[src/rtl/fetch_queue.sv]
// Fetch-to-decode decoupling queue: three lock-stepped FIFOs (inst, pc, predicted target)
// sharing one head and one tail pointer, with a combinational head read and a flush clear.
module fetch_queue #(
  parameter int DEPTH    = 16,
  parameter int AF_SLACK = 2
) (
  input  logic                   clk,
  input  logic                   rst_n,
  input  logic                   flush,
  input  logic                   enq,
  input  logic [31:0]            enq_inst,
  input  logic [31:0]            enq_pc,
  input  logic [31:0]            enq_bp_target,
  output logic                   full,
  output logic                   almost_full,
  input  logic                   deq,
  output logic                   empty,
  output logic [31:0]            ft_iq_rdata,
  output logic [31:0]            ft_pcq_rdata,
  output logic [31:0]            ft_bpq_rdata,
  output logic [$clog2(DEPTH):0] count
);

  localparam int IW = $clog2(DEPTH);
  localparam int PW = IW + 1;
  localparam logic [PW-1:0] DEPTH_P = PW'(DEPTH);
  localparam logic [PW-1:0] SLACK_P = PW'(AF_SLACK);

  logic [PW-1:0] head;
  logic [PW-1:0] tail;
  logic [31:0]   iq_mem  [DEPTH];
  logic [31:0]   pcq_mem [DEPTH];
  logic [31:0]   bpq_mem [DEPTH];
  logic          enq_fire;
  logic          deq_fire;

  assign enq_fire = enq & ~full  & ~flush;
  assign deq_fire = deq & ~empty & ~flush;

  // DEPTH is a power of two, so a plain increment wraps the index and toggles the MSB
  always_ff @(posedge clk or negedge rst_n) begin
    if (!rst_n) begin
      head <= '0;
      tail <= '0;
    end else if (flush) begin
      head <= '0;
      tail <= '0;
    end else begin
      if (enq_fire) tail <= tail + PW'(1);
      if (deq_fire) head <= head + PW'(1);
    end
  end

  // Storage is not reset; empty gating keeps stale contents invisible
  always_ff @(posedge clk) begin
    if (enq_fire) begin
      iq_mem[tail[IW-1:0]]  <= enq_inst;
      pcq_mem[tail[IW-1:0]] <= enq_pc;
      bpq_mem[tail[IW-1:0]] <= enq_bp_target;
    end
  end

  assign count       = tail - head;
  assign empty       = (head == tail);
  assign full        = (head[IW-1:0] == tail[IW-1:0]) && (head[IW] != tail[IW]);
  assign almost_full = (DEPTH_P - count) <= SLACK_P;

  assign ft_iq_rdata  = empty ? 32'h0 : iq_mem[head[IW-1:0]];
  assign ft_pcq_rdata = empty ? 32'h0 : pcq_mem[head[IW-1:0]];
  assign ft_bpq_rdata = empty ? 32'h0 : bpq_mem[head[IW-1:0]];

endmodule
[config.mk]
export PLATFORM = sky130hd
export DESIGN_NAME = fetch_queue
export DESIGN_NICKNAME = d
export VERILOG_FILES = /design/src/rtl/fetch_queue.sv
export SDC_FILE = /design/constraint.sdc
export NUM_CORES = 1
export LEC_CHECK = 0
export ABC_AREA = 1
export BUFFER_PORTS_ARGS = -buffer_cell sky130_fd_sc_hd__buf_2
export CAP_MARGIN = 20
export CELL_PAD_IN_SITES_DETAIL_PLACEMENT = 0
export CELL_PAD_IN_SITES_GLOBAL_PLACEMENT = 1
export CORE_MARGIN = 8
export CORE_UTILIZATION = 32
export DETAILED_ROUTE_END_ITERATION = 16
export GPL_ROUTABILITY_DRIVEN = 0
export HOLD_SLACK_MARGIN = 0.05
export PLACE_DENSITY_LB_ADDON = 0.1
export SLEW_MARGIN = 20
export SYNTH_ARGS = -nofsm -noshare
export SYNTH_HDL_FRONTEND = slang
export SYNTH_SLANG_ARGS = --single-unit
[constraint.sdc]
create_clock -name clk -period 27.2 [get_ports clk]
set_input_delay 2.72 -clock clk [delete_from_list [all_inputs] [get_ports clk]]
set_output_delay 2.72 -clock clk [all_outputs]
set_load 0.01 [all_outputs]
==> out/qor.txt <==
outcome - complete, no violations
Hold Vio Cnt, Final - 0
Worst EP required - 24480 ps
instance count of the mapped netlist - 6515
Netlist cell types - 23
Std-Cell Core Area - 207300 µm²
Pre-Repair DR Iteration Count - 5
path type of the worst setup path - flip-flop to primary output
Internal Power - 4122 µW
final-layout worst hold slack - 605.5 ps
final worst clock skew - 22.72 ps
reg2reg start - head[1]
buffer depth of the longest clock path - 3
ordered list of cells on the worst path - inv_16, buf_4, buf_12, buf_4, nand2_1, nand2_1, nand2_1, nand3_1, nand3_1, a21oi_1, buf_2
NumNets Final - 6767
post-cts resize count - 0
peak supply drop - 0.06474 mV
Worst Path Max Fanout - 190
footprint of the multi-input gates - 14780 µm²
number of CTS-inserted buffers - 180
total congestion overflow after global routing - 0
buffers inserted by post-CTS timing repair - 0
leading cell type in the layout, fill and taps excluded - sky130_fd_sc_hd__nand2_1
via count normalized by instance count - 4.518
crit path capture type - primary output
sequential-to-total area share from yosys stat - 69.47%
synthesis-stage register bit count - 1546
Critical R2R Capture - pcq_mem[10][11]
proportion of layout cells with a drive suffix above 1 - 7.696%
pin count of the biggest net entering global routing - 191
Horiz. Die Dim - 472.7 µm
initial standard-cell utilization of the core - 32.20%
Hold/Removal Path Class - flip-flop to flip-flop
switching power of the nets - 1571 µW
Leakage - 0.03195 µW
cell depth of the worst setup path - 11
number of vias in the routed layout - 43350
post-synthesis net count - 6628
setup repair after global routing missed its margin - false
global-route wire length before repair - 295200 µm
Max H-tree Level - 4
share of total power in the clock network - 39.2%
number of global-route vias before repair - 43050
Setup crit end - ft_pcq_rdata[30]
Antenna Violating Nets Remaining - 0
final worst setup slack - 18830 ps
family with the most delay on the worst path - buffers and inverters
DRC - 0
worst rel slew slack - 22.99%
final std cell area, no fill - 75860 µm²
root buffer cell - sky130_fd_sc_hd__clkbuf_16
number of cells traversed by the worst register-to-register path - 12
number of max-slew violations in the final report - 0
number of failing setup endpoints in the final timing report - 0
DIE AREA - 223500 µm²
sequential share of power - 46.5%
total wire length - 201200 µm
clock slew at the register clock pins of the worst setup and hold paths - 60 ps
violation count after the first detailed-routing iteration - 2646
critical path data arrival time - 5650 ps
mean area per synthesized cell - 10.25 µm²
Clock Sinks - 1546
standard cell area after detailed placement - 70500 µm²
final period utilization - 30.77%
highest cell delay on the worst timing path - 840 ps
clock latency on the worst-skew pair - 800 ps
pre-CTS WS - 19550 ps
flop2flop setup slack - 21540 ps
aggregate global-route resource usage - 17.65%
Tmin final - 8371 ps
Total Negative Setup Slacks - 0 ps
clock tree from TritonCTS - built
type of origin of the critical path - flip-flop
startpoint of the most critical setup path - head[0]
cell with the largest stage delay on the worst path - sky130_fd_sc_hd__buf_4
vertical extent of the die - 472.7 µm
highest-count cells in the layout ignoring fill and taps - 2631 x sky130_fd_sc_hd__nand2_1, 1536 x sky130_fd_sc_hd__edfxtp_1, 1080 x sky130_fd_sc_hd__inv_1
number of hold buffers added after cts - 0
crit-path most repeated cell - sky130_fd_sc_hd__nand2_1
# rows - 167
antenna violations before repair - 28
maximum achievable frequency - 119.5 MHz
Ys Warns - 0
cell area after synthesis - 66750 µm²
Synth-to-Final Area Change - 13.64%
number of filler instances in the final layout - 20780
number of buffers and inverters on the critical path - 5
switching share of power - 27.59%
part of the power in combinational logic - 14.3%
count of buffers from port buffering - 204
max-cap violations - 0
detailed placer's ending HPWL - 93820 µm
wire per inst - 20.97 µm
actual slew at the worst max-slew pin - 1155 ps
Pwr per Cell Area - 75.04 nW/µm²
FF+latch area - 46390 µm²
# IOs - 205
routing by layer:
metal | vias to the layer above | part of all wire (%) | GRT usage, %
li1 | 21130 | - | -
met3 | 253 | 3.8 | 2.809
met4 | 14 | 1.6 | 3.528
met5 | - | 0.044 | 0
met1 | 21260 | 48 | 24.98
met2 | 687 | 46 | 28.85
cells by family (layout without fill, tap and decap cells):
logic type	count (synthesis)	count (layout)	synth area share, %
other	0	10	0
and+or+nand+nor	3439	3439	20.82
DFF	1546	1546	69.47
AOI/OAI and AO/OA	110	110	0.8247
xor gates and xnor gates	6	6	0.07872
adders and majority gates	12	12	0.2362
buffers and inverters	1402	1683	8.572
cell type report:
type,instances,area share [%]
Inverter,1085,5.420
Clock buffer,234,6.302
Multi-Input combinational cell,3567,19.48
Clock inverter,90,0.7340
Antenna cell,10,0.03299
Timing Repair Buffer,274,2.279
Sequential cell,1546,61.15
Tap cell,2788,4.599
how the worst min path moves through the flow:
stage,from,depth (start not counted),end,slack [ps]
6_report,head[4],2,head[4],610
5_1_grt,head[4],2,head[4],660
4_1_cts,head[4],2,head[4],620
3_5_place_dp,head[4],2,head[4],600
3_3_place_gp,tail[4],2,tail[4],600
2_1_floorplan,head[4],2,head[4],560
power by group through the flow:
stage                     Clock, µW  Combinational (µW)  Sequential, µW
after CTS                      2300                 839            2650
final                          2230                 815            2650
after global placement            0                 838            2700
after floorplan                   0                 537            2700
after detailed placement          0                 835            2700
after global routing           2390                 923            2650
synthesized netlist by cell type:
| library cell | n | area [µm²] |
|---|---|---|
| sky130_fd_sc_hd__a21oi_1 | 98 | 490.5 |
| sky130_fd_sc_hd__buf_6 | 15 | 168.9 |
| sky130_fd_sc_hd__dfrtp_1 | 10 | 250.2 |
| sky130_fd_sc_hd__nand4_1 | 1 | 6.260 |
| sky130_fd_sc_hd__nor3_1 | 3 | 15.01 |
| sky130_fd_sc_hd__o21ai_0 | 12 | 60.06 |
| sky130_fd_sc_hd__inv_4 | 1 | 6.260 |
| sky130_fd_sc_hd__edfxtp_1 | 1536 | 46120 |
| sky130_fd_sc_hd__buf_2 | 193 | 965.9 |
| sky130_fd_sc_hd__nand3_1 | 779 | 3899 |
| sky130_fd_sc_hd__xor2_1 | 6 | 52.55 |
| sky130_fd_sc_hd__fa_1 | 1 | 20.02 |
| sky130_fd_sc_hd__nor2_1 | 23 | 86.33 |
| sky130_fd_sc_hd__buf_1 | 24 | 90.09 |
| sky130_fd_sc_hd__clkbuf_1 | 61 | 229.0 |
| sky130_fd_sc_hd__inv_2 | 4 | 15.01 |
| sky130_fd_sc_hd__buf_12 | 1 | 20.02 |
| sky130_fd_sc_hd__nor2_2 | 1 | 6.260 |
| sky130_fd_sc_hd__nand2_1 | 2631 | 9876 |
| sky130_fd_sc_hd__ha_1 | 11 | 137.6 |
| sky130_fd_sc_hd__buf_4 | 23 | 172.7 |
| sky130_fd_sc_hd__inv_1 | 1080 | 4054 |
| sky130_fd_sc_hd__or2_2 | 1 | 6.260 |
worst reg2reg max path: stages, from the launching register on:
cell and delay [ps]:
sky130_fd_sc_hd__dfrtp_4 730, sky130_fd_sc_hd__inv_8 760, sky130_fd_sc_hd__ha_1 400, sky130_fd_sc_hd__nand4_1 190, sky130_fd_sc_hd__inv_1 70, sky130_fd_sc_hd__nand2_1 80, sky130_fd_sc_hd__nand2_1 100, sky130_fd_sc_hd__nor2_1 310
sky130_fd_sc_hd__nand2_1 330, sky130_fd_sc_hd__nor2_4 150, sky130_fd_sc_hd__buf_4 500, sky130_fd_sc_hd__buf_4 820, sky130_fd_sc_hd__buf_4 790
metrics by stage:
| stage | utilization [%] | std cells | power [µW] |
|---|---|---|---|
| 2_1_floorplan | - | 6515 | 3232 |
| 3_3_place_gp | 34.00 | 9259 | 3536 |
| 3_5_place_dp | 34.01 | 9260 | 3534 |
| 4_1_cts | 36.58 | 9584 | 5789 |
| 5_1_grt | 36.59 | 9585 | 5959 |
| 6_report | 36.60 | 9594 | 5692 |
sequential cells by signal, indices dropped and copies added (netlist names):
signal,flops
bpq_mem,512
iq_mem,512
pcq_mem,512
head,5
tail,5
(Power assumes the default switching activity.)
